--- src/rtl/alu_seg_display.sv ---
// alu_seg_display: scans ALU operands and result onto a 4-digit
// common-anode seven-segment display, one consistent snapshot per frame.
module alu_seg_display #(
    parameter int REFRESH_DIV  = 100000,
    parameter int BLANK_CYCLES = 1000
) (
    input  logic       clock,
    input  logic       reset,
    input  logic [3:0] data_a,
    input  logic [3:0] data_b,
    input  logic [3:0] alu_out,
    input  logic       carry_flag,
    input  logic       freeze,
    output logic [6:0] seg,
    output logic       dp,
    output logic [3:0] an
);

    localparam int CW = $clog2(REFRESH_DIV);
    localparam logic [CW-1:0] CNT_LAST  = CW'(REFRESH_DIV - 1);
    localparam logic [CW-1:0] CNT_BLANK = CW'(BLANK_CYCLES);

    logic [CW-1:0] cnt;
    logic [1:0]    idx;
    logic [3:0]    snap_a;
    logic [3:0]    snap_b;
    logic [3:0]    snap_y;
    logic          snap_c;
    logic          load;
    logic [3:0]    nibble;
    logic [6:0]    seg_d;
    logic          dp_d;
    logic [3:0]    an_d;

    function automatic logic [6:0] hex_font(input logic [3:0] v);
        logic [6:0] f;
        case (v)
            4'h0:    f = 7'b1000000;
            4'h1:    f = 7'b1111001;
            4'h2:    f = 7'b0100100;
            4'h3:    f = 7'b0110000;
            4'h4:    f = 7'b0011001;
            4'h5:    f = 7'b0010010;
            4'h6:    f = 7'b0000010;
            4'h7:    f = 7'b1111000;
            4'h8:    f = 7'b0000000;
            4'h9:    f = 7'b0010000;
            4'hA:    f = 7'b0001000;
            4'hB:    f = 7'b0000011;
            4'hC:    f = 7'b1000110;
            4'hD:    f = 7'b0100001;
            4'hE:    f = 7'b0000110;
            default: f = 7'b0001110;
        endcase
        return f;
    endfunction

    // Snapshot only at frame start so a frame never mixes old and new values.
    assign load = (cnt == '0) && (idx == 2'd0) && !freeze;

    always_comb begin
        nibble = snap_y;
        unique case (idx)
            2'd0: nibble = snap_y;
            2'd1: nibble = {3'b000, snap_c};
            2'd2: nibble = snap_b;
            2'd3: nibble = snap_a;
        endcase
    end

    always_comb begin
        seg_d = 7'b1111111;
        dp_d  = 1'b1;
        an_d  = 4'b1111;
        if (cnt >= CNT_BLANK) begin
            seg_d = hex_font(nibble);
            dp_d  = (idx != 2'd2);
            an_d  = ~(4'b0001 << idx);
        end
    end

    always_ff @(posedge clock) begin
        if (reset) begin
            cnt    <= '0;
            idx    <= 2'd0;
            snap_a <= 4'd0;
            snap_b <= 4'd0;
            snap_y <= 4'd0;
            snap_c <= 1'b0;
            seg    <= 7'b1111111;
            dp     <= 1'b1;
            an     <= 4'b1111;
        end else begin
            if (cnt == CNT_LAST) begin
                cnt <= '0;
                idx <= idx + 2'd1;
            end else begin
                cnt <= cnt + CW'(1);
            end
            if (load) begin
                snap_a <= data_a;
                snap_b <= data_b;
                snap_y <= alu_out;
                snap_c <= carry_flag;
            end
            seg <= seg_d;
            dp  <= dp_d;
            an  <= an_d;
        end
    end

endmodule

--- config.mk ---
export PLATFORM = sky130hd
export DESIGN_NAME = alu_seg_display
export DESIGN_NICKNAME = d
export VERILOG_FILES = /design/src/rtl/alu_seg_display.sv
export SDC_FILE = /design/constraint.sdc
export NUM_CORES = 1
export LEC_CHECK = 0
export ABC_AREA = 1
export ABC_CLOCK_PERIOD_IN_PS = 5400
export CAP_MARGIN = 15
export CELL_PAD_IN_SITES_DETAIL_PLACEMENT = 0
export CELL_PAD_IN_SITES_GLOBAL_PLACEMENT = 2
export CORE_MARGIN = 2
export CORE_UTILIZATION = 34
export CTS_BUF_LIST = sky130_fd_sc_hd__clkbuf_4 sky130_fd_sc_hd__clkbuf_8
export DETAILED_ROUTE_END_ITERATION = 10
export PLACE_DENSITY_LB_ADDON = 0.1
export SLEW_MARGIN = 20
export SYNTH_ARGS = -nofsm -noshare
export SYNTH_HDL_FRONTEND = slang
export SYNTH_SLANG_ARGS = --single-unit
--- constraint.sdc ---
create_clock -name clock -period 5.4 [get_ports clock]
set_clock_uncertainty 0.05 [all_clocks]
set_input_delay 1.08 -clock clock [delete_from_list [all_inputs] [get_ports clock]]
set_output_delay 1.08 -clock clock [all_outputs]
set_load 0.1 [all_outputs]
After elaboration in Yosys (flattened, before gate mapping). Memories as Yosys holds them, arrays and structs flattened. A register that Yosys moved wholly into a read port is not among the register bits. Cells that the tools add are included.

Register bits after elaboration: 37. Memory bits (read-only): 112. Input port bits: 16. Logic and storage cells: 28. Memories: 1.

Memory list: (name not given) (words 16, width 7, rd ports 1, clocked after memory_dff 1, wr ports 0, line 37) `case (v)`.

Add/subtract/negate cells: 2. $lt $le $gt $ge: 1. Eq/ne operators: 5. Shift operators: 1. Multiplexer cells: 1. Bitwise gates (word level): 2. Reductions and logical operators: 7.

Operators with widths (number): $add 17x1->17 const B (1); $eq 17x17->1 const B (1); $ge 17x10->1 const B (1); $logic_not 17->1 (1); $pmux 4 s4 (1); $eq 2x2->1 const B (2); $not 4->4 (1); $reduce_or 2->1 (2); $shl 1x2->4 const A (1); $add 2x1->2 const B (1); $eq 2x1->1 const B (1); $logic_and 1x1->1 (2); $logic_not 2->1 (1); $ne 2x2->1 const B (1); $logic_not 1->1 (1); $not 1->1 (1).

Longest topological paths before layout.
Depth after elaboration: 3. Gate-level depth with buffers: 13.

Least setup slack after synthesis. Ideal clock, no wire load.

Path type: register to output. Start point: register an[2]. End point: output port an[2]. Arrival time: 1.356 ns. Path slack: 2.914 ns. Cell stages (with the launch flop): 2. Cell sequence: dfxtp_1 -> buf_4.

RTL lines: start, declared (line 16) `output logic [3:0] an`; start signal, assigned (line 108) `an <= an_d;`.

No word-level cell between the ends.

Worst setup path after layout.
Start point: register an[2]. End point: output port an[2].

No word-level cell between the ends.

==> results_dict.tcl <==
set metrics [dict create \
    outcome "complete, no violations" \
    grt_max_degree 27 \
    netlist_area_um2 2390 \
    cts_max_level 2 \
    worstMarginPinSlew_ns 0.969 \
    startpoint "an[2]" \
    syn-instance-count 358 \
    endpoint_kind "output pin" \
    ys_types 24 \
    cp_max_fo 2 \
    antenna_left 0 \
    clockBufferDepth 2 \
    remaining_drc_errors 0 \
    clkSlewWorstSetupHoldPaths_ns 0.08 \
    cts.sinks 43 \
    numCtsBuffers 5 \
    switching_share 0.251 \
    rsz0062_at_grt "false" \
    gr-total-overflow 0 \
    drt-initial-drc-count 60 \
    r2r-end "seg[3]" \
    grt_pass1_wl_um 9680 \
    routedWlPerCell_um 11.1 \
    n_antenna_cell 0 \
    drt_pass1_iterations 6 \
    synth_seq_area_share 0.360 \
    timing.rr.start "idx[0]" \
    port_buffers 27 \
    period_needed_ns 2.88 \
    initial_core_util 0.352 \
    place.gp.congestion 0.805 \
    vias 2221 \
    critical_path.slowest_cell "clkdlybuf4s50_1" \
    slew_headroom 0.353 \
    final_common_cell "nand2_1" \
    finalPower_uw 687 \
    fin_crit_sh 0.534 \
    fin_nets 414 \
    syn_avg_cell_area_um2 6.67 \
    fmax_mhz 347 \
    switching_power_uw 172 \
    syn-num-nets 387 \
    ys_ff_latch 43 \
    powerDensity_nw_per_um2 242 \
    max_stage_delay_ns 1.13 \
    dpl.hpwl_um 4010 \
    crit_family "buffers and inverters" \
    worstSkewPairLatency_ns 0.29 \
    core_um2 6790 \
    grt_pass1_vias 2176 \
    required_ns 4.27 \
    final_cell_mix "nand2_1 (95), nor2_1 (54), nand3_1 (46)" \
    holdCritPathClass "reg -> reg" \
    drive_gt1_frac 0.0570 \
    crit_chain "clkdlybuf4s50_1" \
    r2r_cells 11 \
    critical_path.startpoint_type "flop" \
    top_level_ports 28 \
    worst-path-buf-inv 1 \
    hold_violations 0 \
    worstSetupPathType "reg -> out" \
    cts_setup_buffers 0 \
    critical_path_depth 1 \
    r2r_setup_slack_ns 3.27 \
    die_h_um 87.8 \
    grt_antenna_before_repair 0 \
    crit_end "an[2]" \
    tns_ns 0 \
    pwr-share-comb 0.130 \
    cts_tree "built" \
    seqPwrFrac 0.488 \
    dieArea_um2 7710 \
    p_int_uw 515 \
    drt-vias-per-instance 4.61 \
    drt_wl_total_um 5360 \
    yosys_warnings 0 \
    finalSetupViolCount 0 \
    grt_usage 0.158 \
    cp.arrival_ns 1.75 \
    hold_buffers 0 \
    rows 30 \
    finalMaxSlewViolations 0 \
    leakagePower_uw 0.00120 \
    die_w_um 87.8 \
    pwr-share-clk 0.382 \
    syn_to_final_growth_pct 19.1 \
    cts_root_buffer "clkbuf_8" \
    maxCapViolCount 0 \
    ir_drop_mv 0.110 \
    post_cts_resized 0 \
]
[per-stage QoR]
step / hold slack [ns] / cells / area (um2) / utilization / setup WS (ns)
floorplan: 0.391 / 358 / 2390 / - / 2.91
finish: 0.433 / 482 / 2840 / 0.419 / 2.52
CTS: 0.440 / 482 / 2840 / 0.419 / 2.50
global route: 0.459 / 482 / 2840 / 0.419 / 2.45
global placement: 0.414 / 474 / 2730 / 0.401 / 2.56
detailed placement: 0.419 / 474 / 2730 / 0.401 / 2.53
[registers in the layout (all words and copies together) (netlist names)]
register	flops
cnt	17
seg	7
an	4
snap_a	4
snap_b	4
snap_y	4
idx	2
snap_c	1
[area by class of cell]
type	count	area [um2]
fillers	738	3950
well taps	96	120
flip-flops and latches	43	861
multi-input cells	262	1300
clock inverters	2	35.0
repair buffers	27	270
inverters	46	173
clock buffers	6	82.6
[worst min-delay path by stage]
stage                      to  cells past startpoint  slack (ns)  startpoint
finish              snap_y[3]                      2        0.43   snap_y[3]
global route        snap_a[3]                      2        0.46   snap_a[3]
CTS                 snap_y[3]                      2        0.44   snap_y[3]
detailed placement  snap_y[3]                      2        0.42   snap_y[3]
global placement    snap_y[0]                      2        0.41   snap_y[0]
floorplan              cnt[0]                      1        0.39      cnt[0]
[synth_stat cells]
| master | count | area share |
|---|---|---|
| buf_4 | 5 | 0.016 |
| nand3_1 | 46 | 0.096 |
| nor2_2 | 4 | 0.010 |
| nor2_1 | 54 | 0.085 |
| a21oi_4 | 1 | 0.0068 |
| o21ai_0 | 2 | 0.0042 |
| nor3_2 | 1 | 0.0042 |
| ha_1 | 13 | 0.068 |
| clkbuf_1 | 1 | 0.0016 |
| dfxtp_1 | 43 | 0.36 |
| xnor2_1 | 2 | 0.0073 |
| nand4_1 | 7 | 0.018 |
| nand3b_1 | 1 | 0.0031 |
| clkinv_1 | 1 | 0.0016 |
| nand3_2 | 1 | 0.0042 |
| buf_6 | 1 | 0.0047 |
| a21oi_1 | 23 | 0.048 |
| nor2_4 | 2 | 0.0094 |
| inv_1 | 45 | 0.071 |
| nand2_1 | 95 | 0.15 |
| or2_2 | 3 | 0.0079 |
| and2_0 | 1 | 0.0026 |
| nand2_2 | 2 | 0.0052 |
| xor2_1 | 4 | 0.015 |
[metal layers]
| metal | routed length (um) | up-vias | GRT usage |
|---|---|---|---|
| met3 | 115 | 9 | 0.0283 |
| li1 | - | 1174 | - |
| met5 | 0 | - | 0 |
| met2 | 2550 | 31 | 0.276 |
| met4 | 116 | 0 | 0.0531 |
| met1 | 2570 | 1007 | 0.195 |
[logic make-up after synthesis]
logic type,count (synthesis),share of synthesized area
XOR/XNOR,6,0.0220
flip-flops,43,0.360
AND/OR/NAND/NOR,217,0.396
AO/OA/AOI/OAI,26,0.0592
adder cells (fa/ha/maj),13,0.0681
buffers and inverters,53,0.0943
[power groups by stage]
stage | Clock, uW | Combinational [uW] | Sequential [uW]
2_1_floorplan | 0 | 69.1 | 341
3_3_place_gp | 0 | 92.1 | 343
3_5_place_dp | 0 | 91.1 | 343
4_1_cts | 274 | 91.1 | 336
5_1_grt | 284 | 105 | 337
6_report | 262 | 89.0 | 336
No activity file was read; power rests on OpenSTA's default activity.
